`src/rtl/pe_pkg.sv`:
```
// Shared definitions for the radix-4 Booth sequential multiplier:
// controller states, Booth group codes and partial-product selectors.
package pe_pkg;

   typedef enum logic [1:0] {
      ST_IDLE = 2'd0,
      ST_BUSY = 2'd1,
      ST_DONE = 2'd2
   } state_t;

   // Radix-4 Booth group codes {m[2g+1], m[2g], m[2g-1]}
   localparam logic [2:0] BG_000 = 3'b000;
   localparam logic [2:0] BG_001 = 3'b001;
   localparam logic [2:0] BG_010 = 3'b010;
   localparam logic [2:0] BG_011 = 3'b011;
   localparam logic [2:0] BG_100 = 3'b100;
   localparam logic [2:0] BG_101 = 3'b101;
   localparam logic [2:0] BG_110 = 3'b110;
   localparam logic [2:0] BG_111 = 3'b111;

   typedef enum logic [2:0] {
      PP_ZERO = 3'd0,
      PP_POS1 = 3'd1,
      PP_POS2 = 3'd2,
      PP_NEG1 = 3'd3,
      PP_NEG2 = 3'd4
   } pp_sel_t;

   localparam int unsigned DEFAULT_N_BITS = 32;
   localparam int unsigned GROUPS         = DEFAULT_N_BITS / 2;
   localparam int unsigned GROUP_INDEX_W  = 5;
   localparam int unsigned MAX_N_BITS     = 2 * (2 ** GROUP_INDEX_W);

   function automatic int unsigned groups_of(input int unsigned n_bits);
      return n_bits / 2;
   endfunction

   function automatic pp_sel_t decode_group(input logic [2:0] grp);
      pp_sel_t sel;
      case (grp)
         BG_001, BG_010: sel = PP_POS1;
         BG_011:         sel = PP_POS2;
         BG_100:         sel = PP_NEG2;
         BG_101, BG_110: sel = PP_NEG1;
         default:        sel = PP_ZERO;
      endcase
      return sel;
   endfunction

endpackage

```
`src/rtl/booth_seq_multiplier_booth_encoder.sv`:
```
// Radix-4 Booth partial-product generator: selects 0/+-M/+-2M from one
// Booth group, sign-extends to the accumulator width and aligns by 2*g.
module BoothEncoder
   import pe_pkg::*;
#(
   parameter int unsigned N_BITS = 32
) (
   input  logic [GROUP_INDEX_W-1:0] group_index,
   input  logic [2:0]               booth_group,
   input  logic [N_BITS-1:0]        multiplicand,
   output logic [2*N_BITS:0]        partial_product
);

   localparam int unsigned ACC_W = 2 * N_BITS + 1;

   logic [ACC_W-1:0]       m_ext;
   logic [ACC_W-1:0]       pp_unshifted;
   logic [GROUP_INDEX_W:0] shift_amt;
   pp_sel_t                sel;

   always_comb begin
      m_ext     = {{(ACC_W - N_BITS){multiplicand[N_BITS-1]}}, multiplicand};
      sel       = decode_group(booth_group);
      shift_amt = {group_index, 1'b0};
      case (sel)
         PP_POS1: pp_unshifted = m_ext;
         PP_POS2: pp_unshifted = m_ext << 1;
         PP_NEG1: pp_unshifted = -m_ext;
         PP_NEG2: pp_unshifted = -(m_ext << 1);
         default: pp_unshifted = '0;
      endcase
      partial_product = pp_unshifted << shift_amt;
   end

endmodule

```
`src/rtl/booth_seq_multiplier.sv`:
```
// Sequential radix-4 Booth multiplier: one partial product per cycle,
// fixed N_BITS/2-cycle latency, valid/ready handshakes on both sides.
module booth_seq_multiplier
   import pe_pkg::*;
#(
   parameter int unsigned N_BITS = 32
) (
   input  logic                  clk,
   input  logic                  rst_n,
   input  logic                  in_valid,
   output logic                  in_ready,
   input  logic [N_BITS-1:0]     multiplicand,
   input  logic [N_BITS-1:0]     multiplier,
   input  logic                  clear,
   output logic                  busy,
   output logic                  out_valid,
   input  logic                  out_ready,
   output logic [2*N_BITS-1:0]   product
);

   localparam int unsigned N_GROUPS = groups_of(N_BITS);
   localparam int unsigned ACC_W    = 2 * N_BITS + 1;
   localparam logic [GROUP_INDEX_W-1:0] LAST_G = GROUP_INDEX_W'(N_GROUPS - 1);

   generate
      if (N_BITS == 0 || N_BITS > MAX_N_BITS || (N_BITS % 2) != 0) begin : g_bad_width
         $error("booth_seq_multiplier: N_BITS must be even and in 2..64");
      end
   endgenerate

   state_t                   state_q, state_d;
   logic [N_BITS-1:0]        mcand_q;
   logic [N_BITS-1:0]        mplier_q;
   logic [ACC_W-1:0]         acc_q;
   logic [ACC_W-1:0]         pp;
   logic [GROUP_INDEX_W-1:0] g_q;
   logic [N_BITS:0]          mplier_pad;
   logic [2:0]               booth_group;
   logic                     accept;
   logic                     last_group;

   always_comb begin
      // m[-1] = 0 is supplied by the appended zero LSB
      mplier_pad  = {mplier_q, 1'b0};
      booth_group = mplier_pad[{g_q, 1'b0} +: 3];
      accept      = (state_q == ST_IDLE) && in_valid && !clear;
      last_group  = (g_q == LAST_G);
   end

   BoothEncoder #(
      .N_BITS (N_BITS)
   ) u_booth_encoder (
      .group_index     (g_q),
      .booth_group     (booth_group),
      .multiplicand    (mcand_q),
      .partial_product (pp)
   );

   always_ff @(posedge clk or negedge rst_n) begin
      if (!rst_n) begin
         state_q <= ST_IDLE;
      end else begin
         state_q <= state_d;
      end
   end

   always_comb begin
      state_d = state_q;
      if (clear) begin
         state_d = ST_IDLE;
      end else begin
         case (state_q)
            ST_IDLE: if (in_valid)   state_d = ST_BUSY;
            ST_BUSY: if (last_group) state_d = ST_DONE;
            ST_DONE: if (out_ready)  state_d = ST_IDLE;
            default:                 state_d = ST_IDLE;
         endcase
      end
   end

   always_comb begin
      in_ready  = (state_q == ST_IDLE);
      busy      = (state_q == ST_BUSY);
      out_valid = (state_q == ST_DONE);
      product   = out_valid ? acc_q[2*N_BITS-1:0] : '0;
   end

   always_ff @(posedge clk or negedge rst_n) begin
      if (!rst_n) begin
         mcand_q  <= '0;
         mplier_q <= '0;
         acc_q    <= '0;
         g_q      <= '0;
      end else if (clear) begin
         acc_q <= '0;
         g_q   <= '0;
      end else if (accept) begin
         mcand_q  <= multiplicand;
         mplier_q <= multiplier;
         acc_q    <= '0;
         g_q      <= '0;
      end else if (state_q == ST_BUSY) begin
         acc_q <= acc_q + pp;
         g_q   <= g_q + GROUP_INDEX_W'(1);
      end
   end

endmodule

```
`config.mk`:
```
export PLATFORM = sky130hd
export DESIGN_NAME = booth_seq_multiplier
export DESIGN_NICKNAME = d
export VERILOG_FILES = /design/src/rtl/pe_pkg.sv /design/src/rtl/booth_seq_multiplier_booth_encoder.sv /design/src/rtl/booth_seq_multiplier.sv
export SDC_FILE = /design/constraint.sdc
export NUM_CORES = 1
export LEC_CHECK = 0
export CAP_MARGIN = 20
export CORE_UTILIZATION = 40
export CTS_BUF_LIST = sky130_fd_sc_hd__clkbuf_8 sky130_fd_sc_hd__clkbuf_16
export CTS_CLUSTER_SIZE = 12
export DETAILED_ROUTE_END_ITERATION = 8
export HOLD_SLACK_MARGIN = 0.08
export SYNTH_ARGS = -nofsm -noshare
export SYNTH_HDL_FRONTEND = slang
export SYNTH_SLANG_ARGS = --single-unit
```
`constraint.sdc`:
```
create_clock -name clk -period 8.9 [get_ports clk]
set_input_delay 1.335 -clock clk [delete_from_list [all_inputs] [get_ports clk]]
set_output_delay 1.335 -clock clk [all_outputs]
set_load 0.03 [all_outputs]
```
==> results.py, run 1 <==
metrics = {
    "floorplan": {
        "die_x_um": 188,
        "coreArea_um2": 33800,
        "ios": 136,
        "num_rows": 67,
        "die_area_um2": 35300,
        "die_y_um": 188,
        "start_util_pct": 41.0,
    },
    "drt": {
        "drt_iter0_markers": 1223,
        "first_pass_iters": 5,
        "drt-total-wl_mm": 47.3,
        "drtAntennaViolNets": 0,
        "vias": 13800,
        "drc": 0,
        "wire_per_inst_um": 21.0,
        "avgViaCountPerCell": 6.15,
    },
    "clock_network": {
        "hold_buffers": 0,
        "ctsLongestPathBuffers": 2,
        "htreeDepth": 4,
        "worst_skew_pair.late_latency_ns": 0.46,
        "post-cts-setup-buffer-count": 0,
        "cts_tree": "built",
        "cts_buffers": 17,
        "ctsResizeCount": 0,
        "clkTransAtPathRegs_ns": 0.07,
        "ctsRootBufferMaster": "clkbuf_16",
        "clock_sinks": 135,
    },
    "setup_path": {
        "r2r_end": "acc_q[60]",
        "worstPathRequired_ns": 9.25,
        "crit_path_end_kind": "register",
        "start_kind": "register",
        "path_max_fanout": 55,
        "cp-startpoint": "g_q[0]",
        "reg2reg_depth": 24,
        "critPathArrivalTime_ns": 8.60,
        "r2r_start": "g_q[0]",
        "crit_type": "reg -> reg",
        "reg2reg_slack_ns": 0.65,
    },
    "yosys": {
        "yosysMostFrequentCell": "nand2_1",
        "synth_top_area_share_pct": 24.4,
        "synthDistinctLibCells": 94,
        "synth_edf_count": 0,
        "ys_seq_area_share_pct": 24.4,
        "yosysWarnings": 0,
        "syn_avg_cell_area_um2": 7.98,
        "netlist_top_cells_area": "dfrtp_1, ha_1, mux2_2",
        "syn_inst": 1734,
        "ys_dominant_reg_cell": "dfrtp_1",
        "synth_fp_nets": 1873,
        "ys_ff_latch": 135,
        "async_flop_share_pct": 100,
        "synth_commonest_cells": "nand2_1, o21ai_0, a21oi_1",
        "synth_top_area_cell": "dfrtp_1",
        "syn_area_um2": 13800,
    },
    "timing": {
        "min_period_ns": 8.25,
        "hold_viol_final": 0,
        "rsz0062_at_grt": "no",
        "timing.final.crit_share_pct": 92.7,
        "slew_headroom_pct": 32.3,
        "report.final.slew_viol_count": 0,
        "setup_viol": 0,
        "fmax_mhz": 121,
        "holdWs_ns": 0.503,
        "worstMarginPinSlew_ns": 1.02,
        "skew_ns": 0.00986,
        "tns_ns": 0,
    },
    "placed_design": {
        "dp_hpwl_mm": 35.6,
        "port_buffers": 135,
        "gp_congestion": 0.967,
    },
    "power_and_ir_drop": {
        "power.share.clock_pct": 19.1,
        "ir_drop_mv": 0.157,
        "internal-power_uw": 1870,
        "p_sw_uw": 1730,
        "p_leak_uw": 0.00667,
        "pwr_density_cell_nw_per_um2": 226,
        "p_sw_share_pct": 48.0,
        "p_seq_share_pct": 23.9,
        "power_frac_comb_pct": 57.0,
    },
    "grt": {
        "antenna_found_initial": 1,
        "grt_max_degree": 72,
        "grt.total_usage_pct": 26.8,
        "grt_pass1_wl_mm": 74.6,
        "grt.overflow.total": 0,
        "grt_pass1_vias": 13000,
    },
    "final_layout": {
        "area_delta_synth_final_pct": 15.3,
        "drive_above_1_share_pct": 10.6,
        "final_util_pct": 47.2,
        "n_fill_cell": 3357,
        "num-nets-final": 1926,
        "antenna_cells": 0,
    },
    "hold_path": {
        "hold_end": "mplier_q[8]",
        "worstHoldStart": "mplier_q[8]",
        "hp-class": "reg -> reg",
        "hold_depth": 1,
    },
    "run": {
        "drv_cap": 0,
    },
    "status": {
        "status": "finished clean",
    },
}
-- layer usage --
metal | part of all wire, % | global-route usage (%)
met5 | 0 | 0
met2 | 45 | 41.2
met4 | 2.7 | 9.01
met1 | 45 | 37.4
met3 | 7.2 | 5.11
-- how the worst max path moves through the flow --
stage | endpoint | slack [ns] | cells past startpoint
CTS | acc_q[60] | 0.80 | 24
floorplan | acc_q[60] | 2.75 | 26
global route | acc_q[60] | 0.08 | 25
finish | acc_q[60] | 0.65 | 24
detailed placement | acc_q[60] | 0.81 | 24
global placement | acc_q[60] | 0.92 | 25
-- state kept, by name (all words and copies together) (netlist names) --
register,cells
mcand_q,32
g_q,5
mplier_q,32
acc_q,64
state_q,2
-- layout by cell type, fill, tap and decap left out, drive strengths merged, types with 18 or more instances in the layout --
cell / instances
xor2: 32
nand3: 41
dfrtp: 135
o21ai: 150
mux2: 72
nor2: 106
clkdlybuf4s50: 134
and3: 22
a21o: 39
buf: 27
nor3: 51
ha: 69
inv: 35
a211oi: 45
xnor2: 34
a21oi: 140
mux2i: 35
a22oi: 20
nand2: 189
and2: 87
a31oi: 18
-- power by group through the flow --
stage	registers [µW]	clock network, µW	logic (µW)
floorplan	792	0	1480
global placement	871	0	1980
detailed placement	872	0	2000
CTS	861	708	2010
global route	881	733	2220
finish	862	688	2050
-- per-stage QoR --
step	setup slack [ns]	instance area, µm²	std cells	total power [µW]
after floorplan	2.75	13800	1734	2270
after global routing	0.0844	16000	2248	3830
after CTS	0.803	15900	2247	3580
after detailed placement	0.810	15400	2215	2870
final	0.650	16000	2248	3600
after global placement	0.921	15400	2215	2850
-- worst max-delay path: stages, from the launching register on --
cell       delay (ns)
dfrtp_2          0.61
buf_4            0.55
nor2b_1          0.41
a22oi_1          0.15
nand3_1          0.21
nand2_2          0.26
nor4_4           0.35
buf_4            0.36
a21oi_1          0.07
o211ai_1         0.42
a2bb2oi_1        0.28
a221oi_1         0.91
nor2b_1          0.26
ha_1             0.32
a221o_1          0.33
a32o_1           0.26
a21oi_1          0.34
o31ai_1          0.21
a41o_1           0.30
a31o_2           0.22
a21oi_1          0.34
o41ai_1          0.20
a21o_1           0.22
a211o_1          0.28
a32o_1           0.24
-- cells by family (layout without fill, tap and decap cells) --
| kind of cell | Yosys count | count (layout) | share of synthesized area [%] |
|---|---|---|---|
| xor+xnor | 66 | 66 | 4.18 |
| mux | 118 | 118 | 10.2 |
| fa+ha+maj | 70 | 70 | 6.38 |
| simple gates | 597 | 597 | 21.6 |
| buf+inv | 157 | 223 | 5.10 |
| flops | 135 | 135 | 24.4 |
| compound gates | 591 | 591 | 28.1 |
-- layout make-up --
type / count / area, µm² / share of cell area (%)
well taps: 448 / 561 / 3.51
clock inverters: 15 / 143 / 0.894
repair buffers: 161 / 1560 / 9.78
clock buffers: 17 / 425 / 2.67
multi-input cells: 1442 / 9780 / 61.3
inverters: 30 / 113 / 0.706
flip-flops and latches: 135 / 3380 / 21.2
Note: power is estimated with default switching activity, not from simulation.
==> inputs of run 2 (changes only) <==
Settings changed: CTS_CLUSTER_DIAMETER set to 150.
==> results of run 2 <==
Same layout as run 1: the final DEF is identical, and so are final timing and power.
